File: src/rtl/branch_predict_unit.sv
// rtl/branch_predict_unit.sv - direct-mapped BTB with 2-bit direction counters and mispredict redirect
//
// Fetch side : f_valid/f_pc/flush in; p_valid/p_taken/p_dst out one cycle later.
// Decode side: u_valid/u_pc/u_is_branch/u_taken/u_dst/u_pred_taken/u_pred_dst in;
//              redirect_en/redirect_pc out one cycle later.
// Clock/reset: clk, resetn (asynchronous, active low).
`timescale 1ns/1ps
module branch_predict_unit #(
    parameter int         ENTRIES  = 16,
    parameter int         IDX_W    = $clog2(ENTRIES),
    parameter logic [1:0] CNT_INIT = 2'b10
) (
    input  logic        clk,
    input  logic        resetn,
    input  logic        f_valid,
    input  logic [31:0] f_pc,
    input  logic        flush,
    output logic        p_valid,
    output logic        p_taken,
    output logic [31:0] p_dst,
    input  logic        u_valid,
    input  logic [31:0] u_pc,
    input  logic        u_is_branch,
    input  logic        u_taken,
    input  logic [31:0] u_dst,
    input  logic        u_pred_taken,
    input  logic [31:0] u_pred_dst,
    output logic        redirect_en,
    output logic [31:0] redirect_pc
);
    localparam int TAG_W = 30 - IDX_W;

    // Only the valid bits need reset; tag/dst/cnt are qualified by valid.
    logic [ENTRIES-1:0] tbl_valid;
    logic [TAG_W-1:0]   tbl_tag [ENTRIES];
    logic [31:0]        tbl_dst [ENTRIES];
    logic [1:0]         tbl_cnt [ENTRIES];

    logic [IDX_W-1:0] f_idx;
    logic [IDX_W-1:0] u_idx;
    logic [TAG_W-1:0] f_tag;
    logic [TAG_W-1:0] u_tag;
    logic             f_hit;
    logic             u_hit;
    logic             f_req;
    logic             f_take;
    logic             do_alloc;
    logic             do_train;
    logic             do_inval;
    logic [1:0]       cnt_next;
    logic             mispredict;
    logic [31:0]      fix_pc;
    logic             unused_pc_bits;

    assign f_idx = f_pc[2+IDX_W-1:2];
    assign u_idx = u_pc[2+IDX_W-1:2];
    assign f_tag = f_pc[31:2+IDX_W];
    assign u_tag = u_pc[31:2+IDX_W];

    // Fetch PCs are word aligned; the low bits carry no information here.
    assign unused_pc_bits = ^f_pc[1:0];

    assign f_hit  = tbl_valid[f_idx] && (tbl_tag[f_idx] == f_tag);
    assign u_hit  = tbl_valid[u_idx] && (tbl_tag[u_idx] == u_tag);
    assign f_req  = f_valid && !flush;
    assign f_take = f_req && f_hit && tbl_cnt[f_idx][1];

    assign do_alloc = u_valid && u_is_branch && !u_hit && u_taken;
    assign do_train = u_valid && u_is_branch && u_hit;
    assign do_inval = u_valid && !u_is_branch && u_hit;

    always_comb begin
        cnt_next = tbl_cnt[u_idx];
        if (u_taken && tbl_cnt[u_idx] != 2'b11) begin
            cnt_next = tbl_cnt[u_idx] + 2'b01;
        end else if (!u_taken && tbl_cnt[u_idx] != 2'b00) begin
            cnt_next = tbl_cnt[u_idx] - 2'b01;
        end
    end

    always_comb begin
        mispredict = 1'b0;
        fix_pc     = u_pc + 32'd4;
        if (u_valid) begin
            if (u_is_branch) begin
                mispredict = (u_pred_taken != u_taken) ||
                             (u_taken && u_pred_taken && (u_pred_dst != u_dst));
                // Not-taken resumes past the delay slot.
                fix_pc     = u_taken ? u_dst : (u_pc + 32'd8);
            end else begin
                mispredict = u_pred_taken;
            end
        end
    end

    always_ff @(posedge clk or negedge resetn) begin
        if (!resetn) begin
            tbl_valid <= '0;
        end else if (do_alloc) begin
            tbl_valid[u_idx] <= 1'b1;
        end else if (do_inval) begin
            tbl_valid[u_idx] <= 1'b0;
        end
    end

    always_ff @(posedge clk) begin
        if (do_alloc) begin
            tbl_tag[u_idx] <= u_tag;
            tbl_dst[u_idx] <= u_dst;
            tbl_cnt[u_idx] <= CNT_INIT;
        end else if (do_train) begin
            tbl_cnt[u_idx] <= cnt_next;
            if (u_taken) begin
                tbl_dst[u_idx] <= u_dst;
            end
        end
    end

    always_ff @(posedge clk or negedge resetn) begin
        if (!resetn) begin
            p_valid     <= 1'b0;
            p_taken     <= 1'b0;
            p_dst       <= '0;
            redirect_en <= 1'b0;
            redirect_pc <= '0;
        end else begin
            p_valid     <= f_req;
            p_taken     <= f_take;
            p_dst       <= f_take ? tbl_dst[f_idx] : 32'd0;
            redirect_en <= mispredict;
            redirect_pc <= mispredict ? fix_pc : 32'd0;
        end
    end
endmodule
File: config.mk
export PLATFORM = sky130hd
export DESIGN_NAME = branch_predict_unit
export DESIGN_NICKNAME = d
export VERILOG_FILES = /design/src/rtl/branch_predict_unit.sv
export SDC_FILE = /design/constraint.sdc
export NUM_CORES = 1
export LEC_CHECK = 0
export BUFFER_PORTS_ARGS = -buffer_cell sky130_fd_sc_hd__buf_2
export CAP_MARGIN = 20
export CORE_MARGIN = 5
export CORE_UTILIZATION = 35
export DETAILED_ROUTE_END_ITERATION = 8
export PLACE_DENSITY_LB_ADDON = 0.08
export SLEW_MARGIN = 20
export SYNTH_ARGS = -nofsm -noshare
export SYNTH_HDL_FRONTEND = slang
export SYNTH_SLANG_ARGS = --single-unit
File: constraint.sdc
create_clock -name clk -period 12.35 [get_ports clk]
set_input_delay 3.705 -clock clk [delete_from_list [all_inputs] [get_ports clk]]
set_output_delay 3.705 -clock clk [all_outputs]
set_load 0.01 [all_outputs]
## After elaboration in Yosys (flattened, before gate mapping)

Memory sizes are Yosys's and may differ from the RTL's.
Index checks and enable logic that the tools add are counted.
Widths: inputs -> output; s select.

- Register bits: 83
- Bits in latches: 0
- RAM bits: 960
- Memory bits (read-only): 0
- Input bits: 136
- Output and inout port bits: 67
- Memories: 3

Memories:

| memory | words | bits a word | read ports | clocked after memory_dff | write ports | line | RTL |
|---|---|---|---|---|---|---|---|
| tbl_dst | 16 | 32 | 1 | 0 | 1 | 36 | `logic [31:0] tbl_dst [ENTRIES];` |
| tbl_tag | 16 | 26 | 2 | 0 | 1 | 35 | `logic [TAG_W-1:0] tbl_tag [ENTRIES];` |
| tbl_cnt | 16 | 2 | 2 | 0 | 1 | 37 | `logic [1:0] tbl_cnt [ENTRIES];` |

- Add/subtract/negate cells: 4
- $mul: 0
- Divide/modulo/power cells: 0
- $lt $le $gt $ge: 3
- Eq/ne operators: 5
- Shift operators: 0
- Mux-type cells: 28
- Bitwise operators: 5
- Reduce and logical (&&, ||, !) cells: 23

Operators by type and width:

| operator | count |
|---|---|
| $mux 32 | 6 |
| $eq 26x26->1 | 2 |
| $add 32x3->32 const B | 1 |
| $add 32x4->32 const B | 1 |
| $mux 16 | 2 |
| $ne 32x32->1 | 1 |
| $and 16x16->16 | 1 |
| $logic_and 1x1->1 | 16 |
| $not 16->16 | 1 |
| $or 16x16->16 | 1 |
| $mux 1 | 14 |
| $lt 4x5->1 const B | 2 |
| $bmux 1 s4 | 2 |
| $mux 2 | 3 |
| $demux 1 s4 | 1 |
| $ge 4x1->1 const B | 1 |
| $logic_not 1->1 | 4 |
| $reduce_bool 2->1 | 2 |
| $add 2x1->2 const B | 1 |
| $ne 2x2->1 const B | 1 |
| $or 1x1->1 | 2 |
| $sub 2x1->2 const B | 1 |
| $logic_or 1x1->1 | 1 |
| $ne 1x1->1 | 1 |

## Longest topological paths before layout

Gate-level depths: netlist (run 1).

- Depth in word-level cells: 9
- Depth in mapped cells: 14

## Worst setup path after synthesis (run 1)

OpenSTA, ideal clock, no wires.

- Path kind: input to register
- Start point: input port u_pc[3]
- End point: memory tbl_tag[15][0] in the netlist's numbering (enable)
- Setup time: 0.442 ns
- Arrival: 7.628 ns
- Setup slack: 4.281 ns
- Stages on the path: 13
- Path buffers: 6
- Cell sequence: buf_6 -> buf_6 -> buf_6 -> buf_6 -> buf_2 -> mux2i_1 -> a22oi_1 -> and3_1 -> o211ai_1 -> o22a_1 -> nor3_4 -> buf_2 -> nor3_1

- Cells in the longest elaborated chain, start to end: 8
- Elaborated cells between the ends (all ways): 10
- Classes of those cells: eq/ne (1); mux (4); reduce/logical (4); memory (1)

Ends and longest elaborated chain:

| element | line | RTL |
|---|---|---|
| start, declared | 22 | `input logic [31:0] u_pc,` |
| $mem_v2 16x26 or $bmux 1 s4 (tied branches) | -- |  |
| $eq 26x26->1 or $mux 1 (tied branches) | 64 | `assign u_hit = tbl_valid[u_idx] && (tbl_tag[u_idx] == u_tag);` |
| $logic_and 1x1->1 | 64 |  |
| $logic_not 1->1 | 68 | `assign do_alloc = u_valid && u_is_branch && !u_hit && u_taken;` |
| $logic_and 1x1->1 (2 in series) | 68 |  |
| $mux 1 | 107 | `if (do_alloc) begin` |
| $mux 1 (implied by the code) | 108 | `tbl_tag[u_idx] <= u_tag;` |
| end, declared | 35 |  |

Several ways; a longest one is shown, not always the timed one. The select of a mux whose other input is x is not followed.

## Worst setup path after layout (run 1)

- Start point: input port u_pc[3]
- End point: memory tbl_cnt[10][1] (data pin)

- Cells in the longest elaborated chain, start to end: 9
- Elaborated cells between the ends (all ways): 22
- Classes of those cells: add/sub (2); eq/ne (2); mux (8); reduce/logical (8); memory (2)

Ends and longest elaborated chain:

| element | line | RTL |
|---|---|---|
| $mem_v2 16x26 or $bmux 1 s4 (tied branches) | -- |  |
| $eq 26x26->1 or $mux 1 (tied branches) | 64 |  |
| $logic_and 1x1->1 | 64 |  |
| $logic_not 1->1 | 68 |  |
| $logic_and 1x1->1 (2 in series) | 68 |  |
| $mux 1 | 107 |  |
| $mux 1 (implied by the code) | 112 | `tbl_cnt[u_idx] <= cnt_next;` |
| $mux 2 (no source line) (*) | -- |  |
| end, declared | 37 |  |

Every way passes the cells marked *; elsewhere a longest branch is shown, timed or not. The select of a mux whose other input is x is not followed.

==> results of run 1 <==
==> kinds of logic after synthesis <==
logic type | synth area share
AOI/OAI and AO/OA | 0.0333
xor gates and xnor gates | 0.0209
adders and majority gates | 0.00219
buffers and inverters | 0.0207
DFF | 0.676
muxes | 0.206
and+or+nand+nor | 0.0408
==> critical path: cells and delay by family <==
| family | cells | cell delay (ps) |
|---|---|---|
| simple gates | 4 | 2760 |
| buf+inv | 3 | 1400 |
| compound gates | 4 | 940 |
==> per-stage QoR <==
step | util | area [µm²]
2_1_floorplan | - | 45700
4_1_cts | 0.406 | 52600
3_5_place_dp | 0.376 | 48700
5_1_grt | 0.406 | 52600
6_report | 0.406 | 52700
3_3_place_gp | 0.376 | 48700
==> final cells by class <==
cell class,count,share of cell area
Clock buffer,150,0.0590
Sequential cell,1043,0.587
Timing Repair Buffer,265,0.0293
Clock inverter,64,0.0154
Inverter,29,0.00207
Multi-Input combinational cell,1145,0.266
Antenna cell,6,0.000285
Tap cell,1742,0.0414
==> flip-flops by register name, summed over array words and instances (netlist names), named ones only <==
name and flops:
redirect_pc 32, p_taken 1, tbl_tag 416, tbl_cnt 32, redirect_en 1, p_valid 1, p_dst 32, tbl_dst 512
==> per-layer routing <==
layer	vias up	GRT usage	wire length, µm
met2	1031	0.329	66900
met1	13400	0.287	61000
met5	-	0	53
met4	10	0.0613	4750
met3	239	0.0450	10200
li1	10400	-	-
==> where the power goes <==
part           internal, mW  switching [mW]  leakage [nW]  total [mW]
registers              3.90          0.0271          9.79        3.92
logic                 0.229           0.342          5.67       0.571
clock network          2.13            1.42          1.91        3.54
total                  6.25            1.79          17.4        8.04
==> worst min-delay path by stage <==
stage,slack [ps],to,cells past startpoint,start
3_3_place_gp,520,register,2,register
2_1_floorplan,480,register,2,register
3_5_place_dp,540,register,2,register
6_report,550,register,2,register
4_1_cts,550,register,2,register
5_1_grt,570,register,2,register
==> synth_stat cells, types with 5 or more instances <==
library cell / count
a211oi_1: 32
a21oi_1: 22
a22o_1: 8
a22oi_1: 27
and2_1: 7
and3_1: 11
buf_1: 24
buf_2: 30
buf_4: 8
buf_6: 11
clkbuf_1: 86
dfrtp_1: 83
edfxtp_1: 960
ha_1: 8
inv_1: 26
mux2_2: 8
mux2i_1: 81
mux4_2: 378
nand2_1: 66
nand3_1: 68
nand4_1: 19
nor2_1: 67
nor2_4: 10
nor2b_1: 49
nor3_1: 12
nor4_1: 16
o211ai_1: 10
o21ai_0: 31
o21ai_1: 8
o221ai_1: 6
o22ai_1: 16
o31ai_1: 5
o41ai_1: 12
xnor2_1: 42
xor2_1: 67
==> metrics.md, run 1 <==
| Metric | Value |
|---|---|
| Outcome | `finished clean` |
| DRC | `0` |
| Peak supply drop | `0.130 mV` |
| Pre-antenna DRT Iters | `6` |
| Post-cts repair resize count | `0` |
| Post-CTS setup repair buffer count | `0` |
| Rows | `approximately 130` |
| Antenna-violating nets left | `0` |
| R2R Path Start | `tbl_tag[1][17]$_DFFE_PP_` |
| Worst-path cell chain | `clkbuf_8, buf_4, nor2b_1, a22oi_1, a21o_1, a222oi_1, o221ai_1, or4_1, nor3_4, buf_12, nand3_1` |
| First-pass GRT wire length | `between 200 and 250 mm` |
| Post-Syn Area | `approximately 0.046 mm²` |
| Core Area | `~0.13 mm²` |
| Syn Inst Count | `2,381` |
| Syn Nets | `2,525` |
| EDFF count, synth | `960` |
| Initial drt markers | `2,444` |
| Die Wd | `371 µm` |
| Die area | `0.138 mm²` |
| RSZ-0062 raised after global routing | `no` |
| Critical path class | `in2reg` |
| Crit path to | `tbl_cnt[10][1]$_DFFE_PP_` |
| Post-placement cell count | `4,224` |
| Fraction of layout cells with a size suffix above 1 | `0.326` |
| CP startpoint kind | `input port` |
| Total track usage | `0.207` |
| Crit. Startpoint | `u_pc[3]` |
| Lkg Pwr | `about 17 nW` |
| IO Count | `between 200 and 250` |
| CTS Buffer Depth | `3` |
| Tmin final | `8590 ps` |
| Synthesis-stage register bit count | `~1.0k` |
| FF-to-FF End | `tbl_cnt[10][1]$_DFFE_PP_` |
| GRT overflow | `0` |
| WHS | `approximately 550 ps` |
| Worst Hold Class | `reg2reg` |
| Leading register cell type out of synthesis | `edfxtp_1` |
| Slew HR | `0.260` |
| Clock sink total | `1,043` |
| Capturing element type of the critical path | `register` |
| Skew-Pair Late Insertion Delay | `720 ps` |
| Worst-path clk slew | `60 ps` |
| Vias in the first global route | `26.1k` |
| Design Power | `8.04 mW` |
| Worst endpoint required time | `12,630 ps` |
| Starting Density | `0.353` |
| Initial antenna violation count | `22` |
| Number of clock buffers inserted by TritonCTS | `between 100 and 150` |
| Maxcap violations | `0` |
| Setup slack, reg-to-reg | `approximately 7400 ps` |
| Detailed-route via count | `25.1k` |
| Synth warn | `0` |
| Clock root buffer | `clkbuf_16` |
| Crit-path slowest cell | `nor3_4` |
| Avg Inst Size Synth | `19.2 µm²` |
| Most frequent cells in the layout | `edfxtp_1 (960), mux4_2 (378), buf_2 (193), clkbuf_16 (115), dfrtp_1 (83)` |
| Fillers | `11.6k` |
| Pre-CTS WS | `roughly 3000 ps` |
| Layout area overhead | `15.2%` |
| Top cells by area, synth | `edfxtp_1 (63%), mux4_2 (19%), dfrtp_1 (4.5%)` |
| CTS Hold Bufs | `0` |
| Cell Pwr Density | `153 mW/mm²` |
| Die Span Y | `371 µm` |
| Multi-input gate area | `0.0140 mm²` |
| Placer congestion estimate | `0.820` |
| TritonCTS clock tree | `done` |
| Wire per inst | `32.2 µm` |
| Endpoints failing hold | `0` |
| Largest fanout on the critical path | `45` |
| Largest net degree at the start of global routing | `62` |
| Reg2Reg Depth | `9` |
| Setup TNS Final | `0 ps` |
| Skew final | `34.3 ps` |
| Final cell count without fillers | `about 4.4k` |
| Max-slew violation count | `0` |
| CP peak stage delay | `around 1000 ps` |
| Post-Route WL | `143 mm` |
| Endpoints failing setup | `0` |
| Worst-margin pin slew | `1110 ps` |
| Async S/R FF share, synth | `0.0796` |
| Seq/Total Area, Yosys | `0.676` |
| Nets | `2,742` |
| Arr. time, crit path | `just under 9000 ps` |
| Htree depth | `3` |
| Most common cell after layout, fill and taps aside | `edfxtp_1` |
| Vias per cell | `5.64` |
| Synth unique cells | `75` |
| Area leader, netlist | `edfxtp_1` |
| Fmax | `116 MHz` |
| Final worst slack | `3760 ps` |
| Number of I/O port buffers | `200` |
| Synth top area share | `0.631` |
| HPWL Detailed | `84.0 mm` |
| Register area | `0.0309 mm²` |
| Period utilization | `0.695` |
Note: power is estimated with default switching activity, not from simulation.
==> inputs of run 2 (changes only) <==
Settings changed: ABC_AREA set to 1.
Clock period 12.35 ns to 7.1 ns, I/O delays scaled along.
==> metrics.md, run 2 <==
| Metric | Value |
|---|---|
| Async S/R FF share, synth | `0.0796` |
| Cell Pwr Density | `248 mW/mm²` |
| Outcome | `finished clean` |
| Most common cell after layout, fill and taps aside | `nand2_1` |
| Skew-Pair Late Insertion Delay | `roughly 760 ps` |
| Die area | `0.148 mm²` |
| Placer congestion estimate | `0.856` |
| Largest fanout on the critical path | `56` |
| Post-Syn Area | `a little under 0.05 mm²` |
| Most frequent cells in the layout | `nand2_1 (975), edfxtp_1 (960), o21ai_0 (464), inv_1 (459), a21oi_1 (323)` |
| Syn Inst Count | `just under 5k` |
| Clock root buffer | `clkbuf_16` |
| Largest register FFs | `512` |
| WHS | `507 ps` |
| GRT overflow | `0` |
| Endpoints failing hold | `0` |
| Initial drt markers | `2,868` |
| Rows | `137` |
| Vias per cell | `roughly 5.2` |
| Number of clock buffers inserted by TritonCTS | `118` |
| Synthesis-stage register bit count | `1,043` |
| Fmax | `193 MHz` |
| Starting Density | `0.353` |
| Vias in the first global route | `34.2k` |
| Tmin final | `5170 ps` |
| Number of I/O port buffers | `200` |
| Die Wd | `385 µm` |
| Worst endpoint required time | `7500 ps` |
| Largest net degree at the start of global routing | `164` |
| Critical path's most frequent cell | `nand2_1` |
| Seq/Total Area, Yosys | `0.627` |
| Critical path class | `in2reg` |
| Initial antenna violation count | `17` |
| IO Count | `~200` |
| Antenna-violating nets left | `0` |
| Total track usage | `0.223` |
| HPWL Detailed | `~100 mm` |
| Synth top area share | `0.585` |
| Detailed-route via count | `35.7k` |
| Top cells by area, synth | `edfxtp_1 (59%), nand2_1 (7.4%), o21ai_0 (4.7%)` |
| Worst-path clk slew | `approximately 60 ps` |
| Arr. time, crit path | `5570 ps` |
| Setup TNS Final | `0 ps` |
| Worst Hold Class | `reg2reg` |
| Die Span Y | `about 390 µm` |
| Synth cell count leaders | `nand2_1 (977), edfxtp_1 (960), inv_1 (478)` |
| First-pass GRT wire length | `241 mm` |
| Endpoints failing setup | `0` |
| Post-Route WL | `168 mm` |
| Synth warn | `0` |
| CTS Buffer Depth | `3` |
| Synth unique cells | `44` |
| CTS Hold Bufs | `0` |
| EDFF count, synth | `960` |
| Layout area overhead | `14.5%` |
| Period utilization | `0.729` |
| Top Registers | `tbl_dst x512, tbl_tag x416` |
| Area leader, netlist | `edfxtp_1` |
| Clock sink total | `1,043` |
| Worst-path cell chain | `buf_6, buf_4, o21ai_0, o21ai_0, nand2_1, nand2_1, nor2_1, nand2_1, nand2_1, nor2_1, nand3_1, nor2_2, nand2_2, buf_4, a211oi_1` |
| Peak supply drop | `0.227 mV` |
| Count leader, synth | `nand2_1` |
| Crit-path slowest cell | `buf_4` |
| Avg Inst Size Synth | `10.2 µm²` |
| RSZ-0062 raised after global routing | `no` |
| Pre-antenna DRT Iters | `6` |
| Capturing element type of the critical path | `register` |
| Max-slew violation count | `0` |
| Slew HR | `0.235` |
| Syn Nets | `4,954` |
| Fraction of layout cells with a size suffix above 1 | `0.121` |
| Fillers | `roughly 14k` |
| Nets | `5,071` |
| Leading register cell type out of synthesis | `edfxtp_1` |
| Maxcap violations | `0` |
| Post-CTS setup repair buffer count | `0` |
| Worst-margin pin slew | `1140 ps` |
| DRC | `0` |
| Wire per inst | `24.4 µm` |
| Post-cts repair resize count | `0` |
| Lkg Pwr | `21.7 nW` |
| CP startpoint kind | `input port` |
| Skew final | `55.7 ps` |
| Reg with most FFs | `tbl_dst` |
| Htree depth | `3` |
| CP peak stage delay | `690 ps` |
| Core Area | `about 0.14 mm²` |
| TritonCTS clock tree | `done` |
## run 2: cell count changes after synthesis, sizes merged, moves of 203 or more
cell / before / now
mux4: 378 / 0
o21ai: 39 / 479
inv: 26 / 482
nand3: 68 / 271
a21oi: 22 / 323
nand2: 66 / 979
nor2: 77 / 330
## run 2: worst paths after layout
| check | start | to | slack (ps) | cells past startpoint |
|---|---|---|---|---|
| worst min register to register | register | register | 510 | 2 |
| worst max register to register | tbl_tag[9][19]$_DFFE_PP_ | p_dst[12]$_DFF_PN0_ | 3720 | 11 |
| max in group asynchronous | resetn | redirect_pc[4]$_DFF_PN0_ | 4480 | 2 |
| worst max-delay path | u_pc[3] | tbl_cnt[0][0]$_DFFE_PP_ | 1930 | 15 |
| worst min-delay path | register | register | 510 | 2 |
| min in group asynchronous | resetn | p_valid$_DFF_PN0_ | 1370 | 1 |
## run 2: cells by family after synthesis
| kind of cell | Yosys count | synth area share |
|---|---|---|
| XOR/XNOR | 61 | 0.0108 |
| flip-flops | 1043 | 0.627 |
| AND/OR/NAND/NOR | 1687 | 0.140 |
| AO/OA/AOI/OAI | 1065 | 0.122 |
| adder cells (fa/ha/maj) | 8 | 0.00203 |
| buffers and inverters | 786 | 0.0640 |
| multiplexers | 160 | 0.0340 |
## run 2: cell type report
type / instances / area [µm²] / share of cell area
clock buffers: 162 / 3280 / 0.0581
clock inverters: 58 / 498 / 0.00883
repair buffers: 301 / 2190 / 0.0389
inverters: 482 / 1820 / 0.0323
well taps: 1876 / 2350 / 0.0416
multi-input cells: 2981 / 15400 / 0.272
flip-flops and latches: 1043 / 30900 / 0.548
diodes: 4 / 10.0 / 0.000177
## run 2: power by group
| group | internal (mW) | switching, mW | total (mW) |
|---|---|---|---|
| combinational | 0.348 | 0.881 | 1.23 |
| sequential | 6.77 | 0.0380 | 6.81 |
| clock | 3.37 | 2.57 | 5.94 |
## run 2: per-stage QoR
step | instances | utilization | total power, mW | worst slack [ps] | area, µm²
6_report | 6907 | 0.404 | 14.0 | 1930 | 56400
5_1_grt | 6903 | 0.404 | 14.5 | 1660 | 56400
4_1_cts | 6903 | 0.404 | 14.1 | 1920 | 56400
3_5_place_dp | 6683 | 0.377 | 8.17 | 1100 | 52600
3_3_place_gp | 6683 | 0.377 | 8.17 | 1120 | 52600
2_1_floorplan | 4810 | - | 7.62 | 1130 | 49300
## run 2: metal layers
layer	wire length [µm]	GRT usage
met5	33	0
met4	4070	0.0537
met3	8740	0.0302
met2	78500	0.367
met1	76900	0.313
## run 2: worst max-delay path: cells and delay by family
kind	cells	cell delay, ps
simple gates	9	1310
compound gates	3	760
buf+inv	3	1260
